### config.mk
export PLATFORM = sky130hd
export DESIGN_NAME = mcdf_arbiter
export DESIGN_NICKNAME = d
export VERILOG_FILES = /design/src/rtl/mcdf_arbiter.sv
export SDC_FILE = /design/constraint.sdc
export NUM_CORES = 1
export LEC_CHECK = 0
export BUFFER_PORTS_ARGS = -buffer_cell sky130_fd_sc_hd__buf_2
export CAP_MARGIN = 15
export CELL_PAD_IN_SITES_DETAIL_PLACEMENT = 1
export CELL_PAD_IN_SITES_GLOBAL_PLACEMENT = 1
export CORE_MARGIN = 2
export CORE_UTILIZATION = 25
export CTS_CLUSTER_DIAMETER = 30
export DETAILED_ROUTE_END_ITERATION = 16
export PLACE_DENSITY_LB_ADDON = 0.2
export SYNTH_ARGS = -nofsm -noshare
export SYNTH_HDL_FRONTEND = slang
export SYNTH_SLANG_ARGS = --single-unit
### constraint.sdc
create_clock -name clk_i -period 6.59 [get_ports clk_i]
set_input_delay 0 -clock clk_i [delete_from_list [all_inputs] [get_ports clk_i]]
set_output_delay 0 -clock clk_i [all_outputs]
set_load 0.02 [all_outputs]
### src/rtl/mcdf_arbiter.sv
// Packet-level arbiter for the three MCDF slave channels: picks one eligible channel by
// priority (round-robin on ties), drains one packet of the configured length to the formatter.
module mcdf_arbiter #(
  parameter int DATA_WIDTH = 32,
  parameter int PRIO_WIDTH = 2,
  parameter int LEN_WIDTH  = 3
) (
  input  logic                  clk_i,
  input  logic                  rst_i,
  input  logic                  slv0_req_i,
  input  logic                  slv1_req_i,
  input  logic                  slv2_req_i,
  input  logic                  slv0_en_i,
  input  logic                  slv1_en_i,
  input  logic                  slv2_en_i,
  input  logic [PRIO_WIDTH-1:0] slv0_prio_i,
  input  logic [PRIO_WIDTH-1:0] slv1_prio_i,
  input  logic [PRIO_WIDTH-1:0] slv2_prio_i,
  input  logic [LEN_WIDTH-1:0]  slv0_pkglen_i,
  input  logic [LEN_WIDTH-1:0]  slv1_pkglen_i,
  input  logic [LEN_WIDTH-1:0]  slv2_pkglen_i,
  input  logic [DATA_WIDTH-1:0] slv0_data_i,
  input  logic [DATA_WIDTH-1:0] slv1_data_i,
  input  logic [DATA_WIDTH-1:0] slv2_data_i,
  output logic                  slv0_ack_o,
  output logic                  slv1_ack_o,
  output logic                  slv2_ack_o,
  input  logic                  f_a_rdy_i,
  output logic                  a_val_o,
  output logic [DATA_WIDTH-1:0] a_data_o,
  output logic [1:0]            a_id_o,
  output logic [5:0]            a_len_o,
  output logic                  a_sop_o,
  output logic                  a_eop_o,
  output logic [1:0]            dbg_state_o
);

  typedef enum logic [1:0] {
    IDLE = 2'd0,
    XFER = 2'd1,
    GAP  = 2'd2
  } state_t;

  state_t                state_q, state_d;
  logic [1:0]            id_q, id_d;
  logic [5:0]            len_q, len_d;
  logic [4:0]            cnt_q, cnt_d;
  logic [1:0]            rr_q, rr_d;
  logic                  a_val_q, a_val_d;
  logic [DATA_WIDTH-1:0] a_data_q, a_data_d;
  logic [1:0]            a_id_q, a_id_d;
  logic [5:0]            a_len_q, a_len_d;
  logic                  a_sop_q, a_sop_d;
  logic                  a_eop_q, a_eop_d;

  // Four-entry views so a 2-bit channel index never falls outside an array; entry 3 is inert.
  logic [3:0]            req;
  logic [3:0]            elig;
  logic [PRIO_WIDTH-1:0] prio   [4];
  logic [LEN_WIDTH-1:0]  pkglen [4];
  logic [DATA_WIDTH-1:0] data   [4];

  assign req       = {1'b0, slv2_req_i, slv1_req_i, slv0_req_i};
  assign elig      = req & {1'b0, slv2_en_i, slv1_en_i, slv0_en_i};
  assign prio[0]   = slv0_prio_i;
  assign prio[1]   = slv1_prio_i;
  assign prio[2]   = slv2_prio_i;
  assign prio[3]   = '0;
  assign pkglen[0] = slv0_pkglen_i;
  assign pkglen[1] = slv1_pkglen_i;
  assign pkglen[2] = slv2_pkglen_i;
  assign pkglen[3] = '0;
  assign data[0]   = slv0_data_i;
  assign data[1]   = slv1_data_i;
  assign data[2]   = slv2_data_i;
  assign data[3]   = '0;

  function automatic logic [5:0] decode_len(input logic [LEN_WIDTH-1:0] code);
    if (code == LEN_WIDTH'(0))      return 6'd4;
    else if (code == LEN_WIDTH'(1)) return 6'd8;
    else if (code == LEN_WIDTH'(2)) return 6'd16;
    else                            return 6'd32;
  endfunction

  function automatic logic [1:0] rr_next(input logic [1:0] ptr, input logic [1:0] k);
    logic [2:0] s;
    s = {1'b0, ptr} + {1'b0, k} + 3'd1;
    return (s >= 3'd3) ? 2'(s - 3'd3) : s[1:0];
  endfunction

  // Scan channels in round-robin order; a strictly lower priority value replaces the
  // current pick, so among equal priorities the first one in scan order wins.
  logic                  found;
  logic [1:0]            win;
  logic [1:0]            idx;
  logic [PRIO_WIDTH-1:0] best;

  always_comb begin
    found = 1'b0;
    win   = 2'd0;
    idx   = 2'd0;
    best  = '1;
    for (int k = 0; k < 3; k++) begin
      idx = rr_next(rr_q, 2'(k));
      if (elig[idx] && (!found || (prio[idx] < best))) begin
        found = 1'b1;
        win   = idx;
        best  = prio[idx];
      end
    end
  end

  logic       beat;
  logic       last;
  logic [3:0] ack;

  assign last = ({1'b0, cnt_q} == (len_q - 6'd1));

  always_comb begin
    state_d = state_q;
    id_d    = id_q;
    len_d   = len_q;
    cnt_d   = cnt_q;
    rr_d    = rr_q;
    beat    = 1'b0;
    ack     = 4'b0000;
    case (state_q)
      IDLE: begin
        if (found) begin
          id_d    = win;
          len_d   = decode_len(pkglen[win]);
          cnt_d   = 5'd0;
          rr_d    = win;
          state_d = XFER;
        end
      end
      XFER: begin
        beat     = req[id_q] & f_a_rdy_i;
        ack[id_q] = beat;
        if (beat) begin
          cnt_d = cnt_q + 5'd1;
          if (last) state_d = GAP;
        end
      end
      GAP:     state_d = IDLE;
      default: state_d = IDLE;
    endcase
  end

  // Output framing is registered; id/len are refreshed only on beats so they hold between packets.
  always_comb begin
    a_val_d  = beat;
    a_data_d = beat ? data[id_q] : a_data_q;
    a_id_d   = beat ? id_q : a_id_q;
    a_len_d  = beat ? len_q : a_len_q;
    a_sop_d  = beat & (cnt_q == 5'd0);
    a_eop_d  = beat & last;
  end

  always_ff @(posedge clk_i or posedge rst_i) begin
    if (rst_i) begin
      state_q  <= IDLE;
      id_q     <= 2'd0;
      len_q    <= 6'd0;
      cnt_q    <= 5'd0;
      rr_q     <= 2'd2;
      a_val_q  <= 1'b0;
      a_data_q <= '0;
      a_id_q   <= 2'd0;
      a_len_q  <= 6'd0;
      a_sop_q  <= 1'b0;
      a_eop_q  <= 1'b0;
    end else begin
      state_q  <= state_d;
      id_q     <= id_d;
      len_q    <= len_d;
      cnt_q    <= cnt_d;
      rr_q     <= rr_d;
      a_val_q  <= a_val_d;
      a_data_q <= a_data_d;
      a_id_q   <= a_id_d;
      a_len_q  <= a_len_d;
      a_sop_q  <= a_sop_d;
      a_eop_q  <= a_eop_d;
    end
  end

  assign slv0_ack_o  = ack[0];
  assign slv1_ack_o  = ack[1];
  assign slv2_ack_o  = ack[2];
  assign a_val_o     = a_val_q;
  assign a_data_o    = a_data_q;
  assign a_id_o      = a_id_q;
  assign a_len_o     = a_len_q;
  assign a_sop_o     = a_sop_q;
  assign a_eop_o     = a_eop_q;
  assign dbg_state_o = state_q;

endmodule
==> results, run 1 <==
- The flow ran to the end, and the final reports show no timing, DRC or antenna violations.
- The clock input transition at the sequential cells of the worst setup and hold paths is 0.07 ns.
- In this run the biggest area consumer among cell types represents 37.45% of the synthesized area.
- Counting the buffers created by CTS gives 5.
- The worst-case IR drop observed on VDD is 0.1413 mV.
- The total power per unit cell area is 417.3 nW/um^2.
- The count of cells along the worst hold path is 3.
- For the worst setup path, the data arrival time is 5.73 ns.
- The synthesized instance count is 425.
- The post-route clock period utilization is 83.83%.
- In this run the clock root is driven by a clkbuf_16.
- Static timing analysis puts the maximum clock frequency at 0.1810 GHz.
- dfrtp_1 takes more of the synthesized area than any other cell.
- The number of post-CTS setup repair buffers is 0.
- The via count of the first global-routing pass came to 3807.
- The class of the worst hold path is input pin to flop.
- CTS built an H-tree with a depth of 2.
- The netlist uses 56 different library cells.
- STA classifies the critical path endpoint as a flop.
- The routed via count is 3703.
- The max-slew violation total from the final report is 0.
- Summing every instance area after synthesis gives 3608 um^2.
- The global route total overflow is 0.
- The share of layout cells above drive strength 1 is 32.78%.
- Measured along the y axis, the die boundary spans 124.1 um.
- Sequential elements use 38.18% of the synthesized area.
- The number of gates resized after CTS was 0.
- The Yosys step of the flow raised 0 warnings.
- The startpoint identified for the worst register-to-register timing path is id_q[0].
- The final hold violation count is 0.
- After layout, the design draws a total of 0.002068 W.
- The critical path data required time is 6.79 ns.
- The number of core rows is 43.
- The maximum count of clock buffers along a single path is 2.
- Port buffering added 165 buffers.
- STA classifies the critical path startpoint as a flop.
- For this block, the initial DRC count from the detailed router was 105.
- The most critical setup path has its endpoint at len_q[2].
- The floorplan step defined a die boundary enclosing 15410 um^2.
- The core region is 13990 um^2.
- The worst setup path is of the flop to flop kind.
- The fraction of synthesis flops using an asynchronous set or reset pin is 100.0%.
- Setup repair after global routing left no endpoint under its margin.
- The routed design has 12.10 mm of wire.
- The number of enable flip-flop cells after synthesis is 0.
- Yosys attributes the largest share of cell area to dfrtp_1, mux2i_1, o21ai_0, nand2_1, a21oi_1.
- In the routed design, unresolved DRC markers number 0.
- The hold buffer count at cts is 21.
- Compared with the post-synthesis result, the final layout area differs by 37.34%.
- The transition time of the tightest slew-check pin is 0.7361 ns.
- The final net count is 726.
- The congestion estimate from routability-driven global placement came to 0.8054.
- The total number of clock tree sinks is 55.
- The final count of negative-setup-slack endpoints is 0.
- The overall fraction of global-route tracks in use is 15.56%.
- For this run, the leading register cell type out of synthesis is dfrtp_1.
- The latest clock arrival within the worst-skew pair is 0.30 ns.
- The number of maximum-capacitance violations is 0.
- The count of inserted antenna diode cells is 0.
- The biggest fanout along the worst timing path is 47.
- In this run the critical register-to-register path is captured at len_q[2].
- The worst max-slew margin expressed relative to the limit is 50.93%.
- The HPWL after detailed placement is 9.231 mm.
- The clock arrives with 0.007417 ns of skew.
- The routed wirelength normalized by instance count is 15.56 um.
- The critical path starts at id_q[0].
- The clock period could shrink to 5.525 ns.
- During I/O placement, the number of pins put on the boundary was 168.
- The number of cell instances on the worst register-to-register path is 21.
- In this run, synthesis produced a sequential element count of 55.
- The horizontal die dimension is 124.1 um.
- The setup slack on the worst flop-to-flop path is 1.07 ns.
- The first TritonRoute pass finished after 5 iterations.
- The count of nets left with antenna violations once routing finished came out at 0.
- The first global-routing pass estimated 18.81 mm of wire.
- The number of antenna violations at the first check in global routing came to 0.
- The maximum number of pins on one net before global-route repair is 81.
- The TritonCTS clock tree is yes.
- The setup total negative slack is 0 ns.
- Dividing the synthesized area by the synthesized cell count gives 8.490 um^2.
- The static leakage power is 2.402 nW.
- The post-detailed-route via-to-cell ratio is 4.760.
- The initial cell density of the core is 25.80%.
## layout by cell type, fill, tap and decap left out, types with 7 or more instances in the layout
cell type / count
nand3_1: 7
mux2i_1: 40
nor3_1: 7
dlygate4sd3_1: 21
nand2_1: 59
nor2_1: 44
dfrtp_1: 53
a21oi_1: 42
ha_1: 9
buf_2: 165
inv_1: 11
o21ai_0: 46
## power by group
group	internal [W]	switching, W
clock network	0.000143	0.000128
registers	0.000478	0.0000870
logic	0.000460	0.000772
total	0.00108	0.000987
## synth_stat cells, types with 2 or more instances
| library cell | number |
|---|---|
| a2111oi_4 | 2 |
| a21o_1 | 3 |
| a21oi_1 | 42 |
| and2_1 | 3 |
| and3_1 | 2 |
| and4_1 | 2 |
| and4b_1 | 3 |
| buf_1 | 6 |
| buf_2 | 2 |
| buf_4 | 3 |
| buf_6 | 2 |
| clkbuf_1 | 15 |
| dfrtp_1 | 54 |
| ha_1 | 9 |
| inv_1 | 12 |
| mux2_2 | 3 |
| mux2i_1 | 40 |
| nand2_1 | 60 |
| nand2b_1 | 6 |
| nand3_1 | 7 |
| nor2_1 | 45 |
| nor2b_1 | 5 |
| nor3_1 | 7 |
| o211ai_1 | 4 |
| o21a_1 | 2 |
| o21ai_0 | 46 |
| o21ai_2 | 2 |
| o22ai_1 | 5 |
| o31ai_1 | 2 |
| xnor2_1 | 5 |
## per-stage QoR
stage	utilization [%]	setup slack (ns)	cells	hold WS, ns	area (um^2)
2_1_floorplan	-	1.772	426	0.1923	3612
3_3_place_gp	32.69	1.169	748	0.2520	4573
3_5_place_dp	32.89	1.052	749	0.2682	4601
4_1_cts	35.43	1.022	778	0.001545	4956
5_1_grt	35.43	0.4942	778	0.004935	4956
6_report	35.43	1.066	778	0.004571	4956
## worst max-delay path, stage by stage (launching register included)
cell and delay (ns):
dfrtp_1 0.35, buf_4 0.42, ha_1 0.51, and4bb_4 0.32
nor3_1 0.17, a221o_1 0.16, inv_1 0.05, ha_1 0.22
nand4b_1 0.18, o22ai_1 0.14, a21oi_1 0.08, a21oi_1 0.45
mux2i_1 0.16, ha_1 0.36, inv_1 0.08, a2111oi_4 0.38
a2111oi_4 0.08, or2_1 0.35, o21ai_2 0.21, mux2i_1 0.27
o21ai_1 0.14, o41ai_2 0.35
## state kept, by name, summed over array words and instances (netlist names)
| register | cells |
|---|---|
| dbg_state_o | 2 |
| a_eop_o | 1 |
| a_data_o | 32 |
| id_q | 2 |
| a_sop_o | 1 |
| cnt_q | 5 |
| len_q | 4 |
| a_len_o | 4 |
| rr_q | 1 |
| a_val_o | 1 |
| a_id_o | 2 |
## cell type report
class | instances | area (um^2)
clock buffers | 6 | 128.9
clock inverters | 2 | 16.27
fillers | 1724 | 9032
inverters | 13 | 48.80
multi-input cells | 330 | 2057
flip-flops and latches | 55 | 1379
well taps | 180 | 225.2
repair buffers | 192 | 1101
## cell families after synthesis
logic type	count (synthesis)	share of synthesized area [%]
AOI/OAI and AO/OA	119	20.39
xor gates and xnor gates	6	1.456
adders and majority gates	9	3.121
buffers and inverters	41	5.062
DFF	55	38.18
muxes	43	12.03
other	1	0.1039
and+or+nand+nor	151	19.66
## routing by layer
metal	part of all wire (%)	global-route usage [%]	up-vias	wire length [um]
li1	-	-	1828	-
met1	42	18.26	1768	5133
met2	50	28.79	101	6031
met3	7.1	4.029	6	864
met4	0.60	2.528	0	73
met5	0	0	-	0
## worst min path at each step
stage | startpoint | endpoint
floorplan | slv1_data_i[29] | a_data_o[29]
global placement | rst_i | a_data_o[24]
detailed placement | rst_i | a_data_o[24]
CTS | slv1_data_i[20] | a_data_o[20]
global route | slv1_data_i[20] | a_data_o[20]
finish | slv1_data_i[5] | a_data_o[5]
Power figures use the tool's default switching activity.
==> inputs of run 2 (changes only) <==
clock period = 4.85 ns   (was 6.59 ns; I/O delays follow)
==> run 2 against run 1 <==
Effect of this change: global-route usage up 0.27 points; first-iteration DRC count down 22%; critical path depth down 1; hold slack better by 0.0011 ns; cell area up 4.1%; sequential share of layout area down 1.1 points; wire length up 3.2%; combinational power up 52%; clock skew about the same; final cell count up 2.4%; worst setup slack worse by 0.86 ns; via count up 1.9%; largest cell class unchanged.
==> results, run 2 (same netlist as run 1, synthesis figures left out) <==
- The HPWL after detailed placement is 9.607 mm (was 9.231 mm).
- The maximum resistive drop on vdd came to 0.2347 mV (was 0.1413 mV).
- The number of optimization iterations in the first detailed-route pass is 4 (was 5).
- The critical path class is flop to flop (unchanged).
- The type of element launching the critical path is a flop (unchanged).
- The maximum count of clock buffers along a single path was 2 (unchanged).
- The cell-internal power is 0.001597 W (was 0.001081 W).
- The horizontal die dimension came to 124.1 um (unchanged).
- The number of I/O pins is 168 (unchanged).
- The share of layout cells above drive strength 1 came to 37.12% (was 32.78%).
- The part of the total power dissipated in combinational logic is 62.1% (was 59.6%).
- The leading cell type in the layout, fill and taps excluded is buf_2 (unchanged).
- The final count of negative-setup-slack endpoints was 0 (unchanged).
- The top achievable clock speed is 0.2153 GHz (was 0.1810 GHz).
- The total power is 0.003009 W (was 0.002068 W).
- The setup total negative slack was 0 ns (unchanged).
- The final worst hold slack is 0.005697 ns (was 0.004571 ns).
- The number of nets with antenna violations after detailed routing was 0 (unchanged).
- The power dissipated by switching net loads is 0.001412 W (was 0.0009869 W).
- The time the worst path needs with I/O delays and setup is 4.645 ns (was 5.525 ns).
- The endpoint of the most critical register-to-register path is len_q[2] (unchanged).
- The data arrival at the endpoint of the critical path is 4.84 ns (was 5.73 ns).
- The area enclosed by the die boundary came to 15410 um^2 (unchanged).
- The number of buffers added on ports was 165 (unchanged).
- The setup slack on the worst flop-to-flop path was 0.21 ns (was 1.07 ns).
- The static leakage power was 2.511 nW (was 2.402 nW).
- The total power per unit cell area is 583.5 nW/um^2 (was 417.3 nW/um^2).
- Status: finished, final reports clean (unchanged).
- The initial cell density of the core is 25.80% (unchanged).
- The maximum number of pins on one net before global-route repair is 56 (was 81).
- The number of antenna violations at the first check in global routing is 0 (unchanged).
- The biggest fanout along the worst timing path is 6 (was 47).
- The root buffer cell is clkbuf_16 (unchanged).
- The worst max-slew margin expressed relative to the limit was 49.41% (was 50.93%).
- The overall fraction of global-route tracks in use is 15.84% (was 15.56%).
- The share of power burned in the clock network is 12.3% (was 13.1%).
- The capture endpoint of the worst hold path is a_data_o[14] (was a_data_o[5]).
- The number of design-rule violations left by the first detailed-router iteration is 82 (was 105).
- The count of cells along the worst hold path was 3 (unchanged).
- The number of fill cells is 1709 (was 1724).
- The total number of clock tree sinks is 55 (unchanged).
- The detailed-route wire length is 12.50 mm (was 12.10 mm).
- The routability congestion estimate from global placement is 0.8071 (was 0.8054).
- The TritonCTS clock tree is yes (unchanged).
- The routed via count is 3772 (was 3703).
- The DRC violations left is 0 (unchanged).
- The clock input transition at the sequential cells of the worst setup and hold paths is 0.08 ns (was 0.07 ns).
- The number of maximum-capacitance violations is 0 (unchanged).
- The type of element capturing the critical path is a flop (unchanged).
- The class of the worst hold path is input pin to flop (unchanged).
- The TritonCTS buffer count is 5 (unchanged).
- The area of the core is 13990 um^2 (unchanged).
- The global-route wire length before repair was 19.15 mm (was 18.81 mm).
- The share of total power in sequential cells is 25.7% (was 27.3%).
- The post-route clock period utilization came to 95.76% (was 83.83%).
- The max-slew violation total from the final report is 0 (unchanged).
- The net switching share of the total power is 46.92% (was 47.72%).
- The depth of the CTS H-tree is 2 (unchanged).
- The final hold violation count is 0 (unchanged).
- The final net count is 745 (was 726).
- The count of inserted antenna diode cells is 0 (unchanged).
- The number of cell instances on the worst register-to-register path was 20 (was 21).
- The flip-flop count of the largest register after layout came to 32 (unchanged).
- The vertical extent of the die is 124.1 um (unchanged).
- The worst flop-to-flop path startpoint is rr_q[1] (was id_q[0]).
- The transition time of the tightest slew-check pin is 0.7562 ns (was 0.7361 ns).
- The area overhead of the layout relative to synthesis was 42.93% (was 37.34%).
- The clock tree skew after final layout is 0.007684 ns (was 0.007417 ns).
- The latest clock arrival within the worst-skew pair is 0.30 ns (about the same).
- The global route total overflow is 0 (unchanged).
- The routed wirelength normalized by instance count was 15.68 um (was 15.56 um).
- The critical path data required time is 5.04 ns (was 6.79 ns).
- The start point of the worst hold path is slv1_data_i[14] (was slv1_data_i[5]).
- Leading cell types in the layout, fill and taps excluded: buf_2, nand2_1, dfrtp_1 (unchanged).
- The via count of the first global-routing pass is 3890 (was 3807).
- The number of core rows was 43 (unchanged).
- The post-detailed-route via-to-cell ratio is 4.733 (was 4.760).
==> run 2: critical path, stage by stage (launching register included) <==
cell and delay, ns:
dfstp_2 0.57, inv_2 0.07, ha_4 0.24, and4bb_4 0.31, nor3_2 0.05, a221o_1 0.29
inv_1 0.07, ha_2 0.27, o22ai_1 0.20, a21oi_2 0.07, a21oi_2 0.16, mux2i_1 0.09
ha_1 0.34, inv_1 0.08, a2111oi_4 0.32, a2111oi_4 0.09, or4b_4 0.53, o221ai_4 0.10
a21oi_1 0.11, or2_4 0.27, o41ai_4 0.32
==> run 2: per-stage QoR <==
stage	util, %	instance area, um^2	cells	setup slack, ns
3_3_place_gp	33.66	4708	766	0.1819
3_5_place_dp	33.77	4723	767	-0.09053
4_1_cts	36.29	5076	794	0.002608
5_1_grt	36.87	5157	797	-0.004354
2_1_floorplan	-	3612	426	0.03201
6_report	36.87	5157	797	0.2054
==> run 2: final cells by class <==
type,count,area [um^2],area share (%)
Clock buffer,5,125.1,2.426
Clock inverter,3,22.52,0.4367
Sequential cell,55,1380,26.76
Multi-Input combinational cell,330,2130,41.29
Tap cell,180,225.2,4.367
Inverter,13,48.80,0.9461
Timing Repair Buffer,211,1226,23.77
==> run 2: routing by layer <==
| layer | global-route usage (%) | share of wire, % |
|---|---|---|
| met1 | 19.16 | 43 |
| met2 | 28.96 | 49 |
| met3 | 3.617 | 6.8 |
| met4 | 2.528 | 0.54 |
| met5 | 0 | 0 |
==> run 2: power by group through the flow <==
stage	Clock [W]	Combinational, W	Sequential, W
2_1_floorplan	0	0.00102	0.000950
3_3_place_gp	0	0.00174	0.000772
3_5_place_dp	0	0.00179	0.000782
4_1_cts	0.000388	0.00183	0.000774
5_1_grt	0.000407	0.00208	0.000802
6_report	0.000369	0.00187	0.000772
==> run 2: timing repair <==
item	in CTS	in global routing
resized for setup	2	13
hold buffers	19	0
setup endpoints to repair	4	4
hold endpoints to repair	72	0
buffers inserted	0	3
pin swaps	1	4
==> run 2: worst max-delay path by stage <==
| stage | from | end | slack [ns] | depth (start not counted) |
|---|---|---|---|---|
| after floorplan | id_q[0] | len_q[3] | 0.03 | 21 |
| after global placement | rr_q[1] | len_q[3] | 0.18 | 22 |
| after detailed placement | rr_q[1] | len_q[3] | -0.09 | 22 |
| after CTS | rr_q[1] | len_q[3] | 0.003 | 21 |
| after global routing | rr_q[1] | len_q[2] | -0.004 | 21 |
| final | rr_q[1] | len_q[2] | 0.21 | 20 |
==> inputs of run 3 (changes only) <==
==> constraint.sdc (replaced) <==
create_clock -name clk_i -period 4.85 [get_ports clk_i]
set_input_delay 0.97 -clock clk_i [delete_from_list [all_inputs] [get_ports clk_i]]
set_output_delay 0.97 -clock clk_i [all_outputs]
set_load 0.02 [all_outputs]
==> run 3 against run 2 <==
Effect of this change: global-route usage down 0.076 points; first-iteration DRC count increased by 21%; critical endpoint is now len_q[3]; core utilization fell by 1.3 points; non-clock buffer count shrank 20; worst setup slack better by 0.042 ns; highest routed layer unchanged.
==> results, run 3 (same netlist as run 1, synthesis figures left out) <==
- The number of maximum-capacitance violations is 0 (unchanged).
- The max-slew violation total from the final report is 0 (unchanged).
- The post-detailed-route via-to-cell ratio was 4.726 (was 4.733).
- The area enclosed by the die boundary was 15410 um^2 (unchanged).
- The final count of negative-setup-slack endpoints is 0 (unchanged).
- The TritonCTS buffer count is 5 (unchanged).
- The initial cell density of the core is 25.80% (unchanged).
- The flip-flop count of the largest register after layout is 32 (unchanged).
- The transition time of the tightest slew-check pin came to 0.6228 ns (was 0.7562 ns).
- The area of the core is 13990 um^2 (unchanged).
- The cell-internal power was 0.001671 W (was 0.001597 W).
- The number of antenna violations at the first check in global routing is 0 (unchanged).
- The data arrival at the endpoint of the critical path is 4.80 ns (was 4.84 ns).
- The via count of the first global-routing pass is 3760 (was 3890).
- The root buffer cell is clkbuf_16 (unchanged).
- The area overhead of the layout relative to synthesis is 37.83% (was 42.93%).
- The depth of the CTS H-tree is 2 (unchanged).
- Setup repair after global routing left no endpoint under its margin.
- The biggest fanout along the worst timing path was 8 (was 6).
- The clock input transition at the sequential cells of the worst setup and hold paths is 0.07 ns (was 0.08 ns).
- The maximum count of clock buffers along a single path is 2 (unchanged).
- Leading cell types in the layout, fill and taps excluded: buf_2, nand2_1, dfrtp_1 (unchanged).
- The post-route clock period utilization is 94.90% (was 95.76%).
- The share of total power in sequential cells is 25.7% (about the same).
- The final worst hold slack came to 0.4753 ns (was 0.005697 ns).
- The total number of clock tree sinks came to 55 (unchanged).
- The final net count came to 725 (was 745).
- The latest clock arrival within the worst-skew pair is 0.30 ns (about the same).
- The critical path's slowest cell is dfstp_2 (unchanged).
- The final hold violation count is 0 (unchanged).
- The hold buffer count at cts came to 0 (was 19).
- The maximum number of pins on one net before global-route repair is 43 (was 56).
- The DRC violations left is 0 (unchanged).
- The number of nets with antenna violations after detailed routing is 0 (unchanged).
- The top achievable clock speed is 0.2173 GHz (was 0.2153 GHz).
- The power dissipated by switching net loads came to 0.001391 W (was 0.001412 W).
- The stage delay of the slowest cell on the critical path is 0.56 ns (was 0.57 ns).
- The static leakage power was 2.435 nW (was 2.511 nW).
- The routed via count is 3672 (was 3772).
- The vertical extent of the die came to 124.1 um (unchanged).
- The clock tree skew after final layout came to 0.005354 ns (was 0.007684 ns).
- The detailed-route wire length was 12.30 mm (was 12.50 mm).
- Crit path cell chain: inv_1, ha_4, and4b_2, nor3_4, a221o_1, inv_1, ha_2, nand4b_1, o22ai_2, a21oi_2, a21oi_2, mux2i_1, ha_1, inv_1, a2111oi_4, a2111oi_4, or4b_1, o221ai_2, a21oi_2, or2_4, a32o_1 (was inv_2, ha_4, and4bb_4, nor3_2, a221o_1, inv_1, ha_2, o22ai_1, a21oi_2, a21oi_2, mux2i_1, ha_1, inv_1, a2111oi_4, a2111oi_4, or4b_4, o221ai_4, a21oi_1, or2_4, o41ai_4).
- The number of buffers added on ports came to 165 (unchanged).
- The share of layout cells above drive strength 1 is 38.02% (was 37.12%).
- The type of element launching the critical path is a flop (unchanged).
- The pre-CTS setup slack is -0.1499 ns (was -0.09053 ns).
- The total power per unit cell area is 615.8 nW/um^2 (was 583.5 nW/um^2).
- The type of element capturing the critical path is a flop (unchanged).
- The number of optimization iterations in the first detailed-route pass was 4 (unchanged).
- The HPWL after detailed placement is 9.688 mm (was 9.607 mm).
- The overall fraction of global-route tracks in use came to 15.76% (was 15.84%).
- The global-route wire length before repair is 18.76 mm (was 19.15 mm).
- The time the worst path needs with I/O delays and setup is 4.603 ns (was 4.645 ns).
- The number of design-rule violations left by the first detailed-router iteration was 99 (was 82).
- Status: finished, final reports clean (unchanged).
- The horizontal die dimension is 124.1 um (unchanged).
- The final design instance area without fill was 4974 um^2 (was 5157 um^2).
- The net switching share of the total power is 45.43% (was 46.92%).
- The maximum resistive drop on vdd came to 0.2232 mV (was 0.2347 mV).
- The count of inserted antenna diode cells is 0 (unchanged).
- The final worst-path setup slack is 0.2474 ns (was 0.2054 ns).
- The number of I/O pins is 168 (unchanged).
- The share of power burned in the clock network came to 15.1% (was 12.3%).
- The worst max-slew margin expressed relative to the limit was 58.42% (was 49.41%).
- The setup total negative slack came to 0 ns (unchanged).
- The critical path class is flop to flop (unchanged).
- The part of the total power dissipated in combinational logic is 59.2% (was 62.1%).
- The routed wirelength normalized by instance count is 15.84 um (was 15.68 um).
- The routability congestion estimate from global placement is 0.8777 (was 0.8071).
- The share of the core filled with cells in the final layout is 35.55% (was 36.87%).
- The TritonCTS clock tree is yes (unchanged).
- The class of the worst hold path is flop to flop (was input pin to flop).
- The global route total overflow came to 0 (unchanged).
- The cell area reported after detailed placement was 4716 um^2 (was 4723 um^2).
- The leading cell type in the layout, fill and taps excluded is buf_2 (unchanged).
- The number of core rows was 43 (unchanged).
- The critical path data required time is 5.04 ns (about the same).
==> run 3: cell count changes in the layout (fill, tap and decap cells not counted), sizes merged <==
cell,change
buf,-1
bufinv,+2
clkbuf,+1
clkinv,-2
dlygate4sd3,-19
inv,-1
==> run 3: cell type report <==
type	count	area [um^2]
well taps	180	225.2
flip-flops and latches	55	1379
inverters	13	48.80
repair buffers	191	1021
multi-input cells	330	2111
clock inverters	2	60.06
fillers	1720	9015
clock buffers	6	128.9
==> run 3: worst paths after layout <==
| path | from | to | slack (ns) | depth (start not counted) |
|---|---|---|---|---|
| max in group asynchronous | rst_i | a_data_o[23] | 3.28 | 3 |
| worst max register to register | rr_q[1] | len_q[3] | 0.25 | 21 |
| min in group asynchronous | rst_i | a_data_o[28] | 0.74 | 2 |
| worst min register to register | a_len_o[4] | a_len_o[4] | 0.48 | 2 |
| worst max-delay path | rr_q[1] | len_q[3] | 0.25 | 21 |
| worst min-delay path | a_len_o[4] | a_len_o[4] | 0.48 | 2 |
==> run 3: worst max-delay path, delay by kind of cell (launching register included) <==
family                   cells  cell delay (ns)
AO/OA/AOI/OAI                9             1.50
adder cells (fa/ha/maj)      3             0.84
buffers and inverters        3             0.22
flip-flops                   1             0.56
multiplexers                 1             0.15
AND/OR/NAND/NOR              5             1.22
==> run 3: through the flow <==
step | power [W] | std cells
finish | 0.003063 | 777
global route | 0.003326 | 777
CTS | 0.003072 | 776
detailed placement | 0.002570 | 767
global placement | 0.002517 | 767
floorplan | 0.001967 | 426
==> run 3: repair_timing <==
item | in CTS | in global routing
gates cloned | 0 | 0
buffers inserted | 1 | 1
pin swaps | 1 | 1
endpoints found under the setup margin | 3 | 4
gates resized for setup | 3 | 11
==> run 3: per-layer routing <==
layer / wire (um) / vias to the layer above / global-route usage, %
li1: - / 1821 / -
met1: 5420 / 1736 / 19.68
met2: 5994 / 108 / 28.01
met3: 777 / 7 / 3.022
met4: 111 / 0 / 3.581
met5: 0 / - / 0
==> run 3: power by group through the flow <==
stage | sequential (W) | combinational [W] | clock (W)
final | 0.000786 | 0.00181 | 0.000464
after global routing | 0.000811 | 0.00202 | 0.000496
after CTS | 0.000790 | 0.00180 | 0.000481
after detailed placement | 0.000798 | 0.00177 | 0
after global placement | 0.000786 | 0.00173 | 0
after floorplan | 0.000950 | 0.00102 | 0
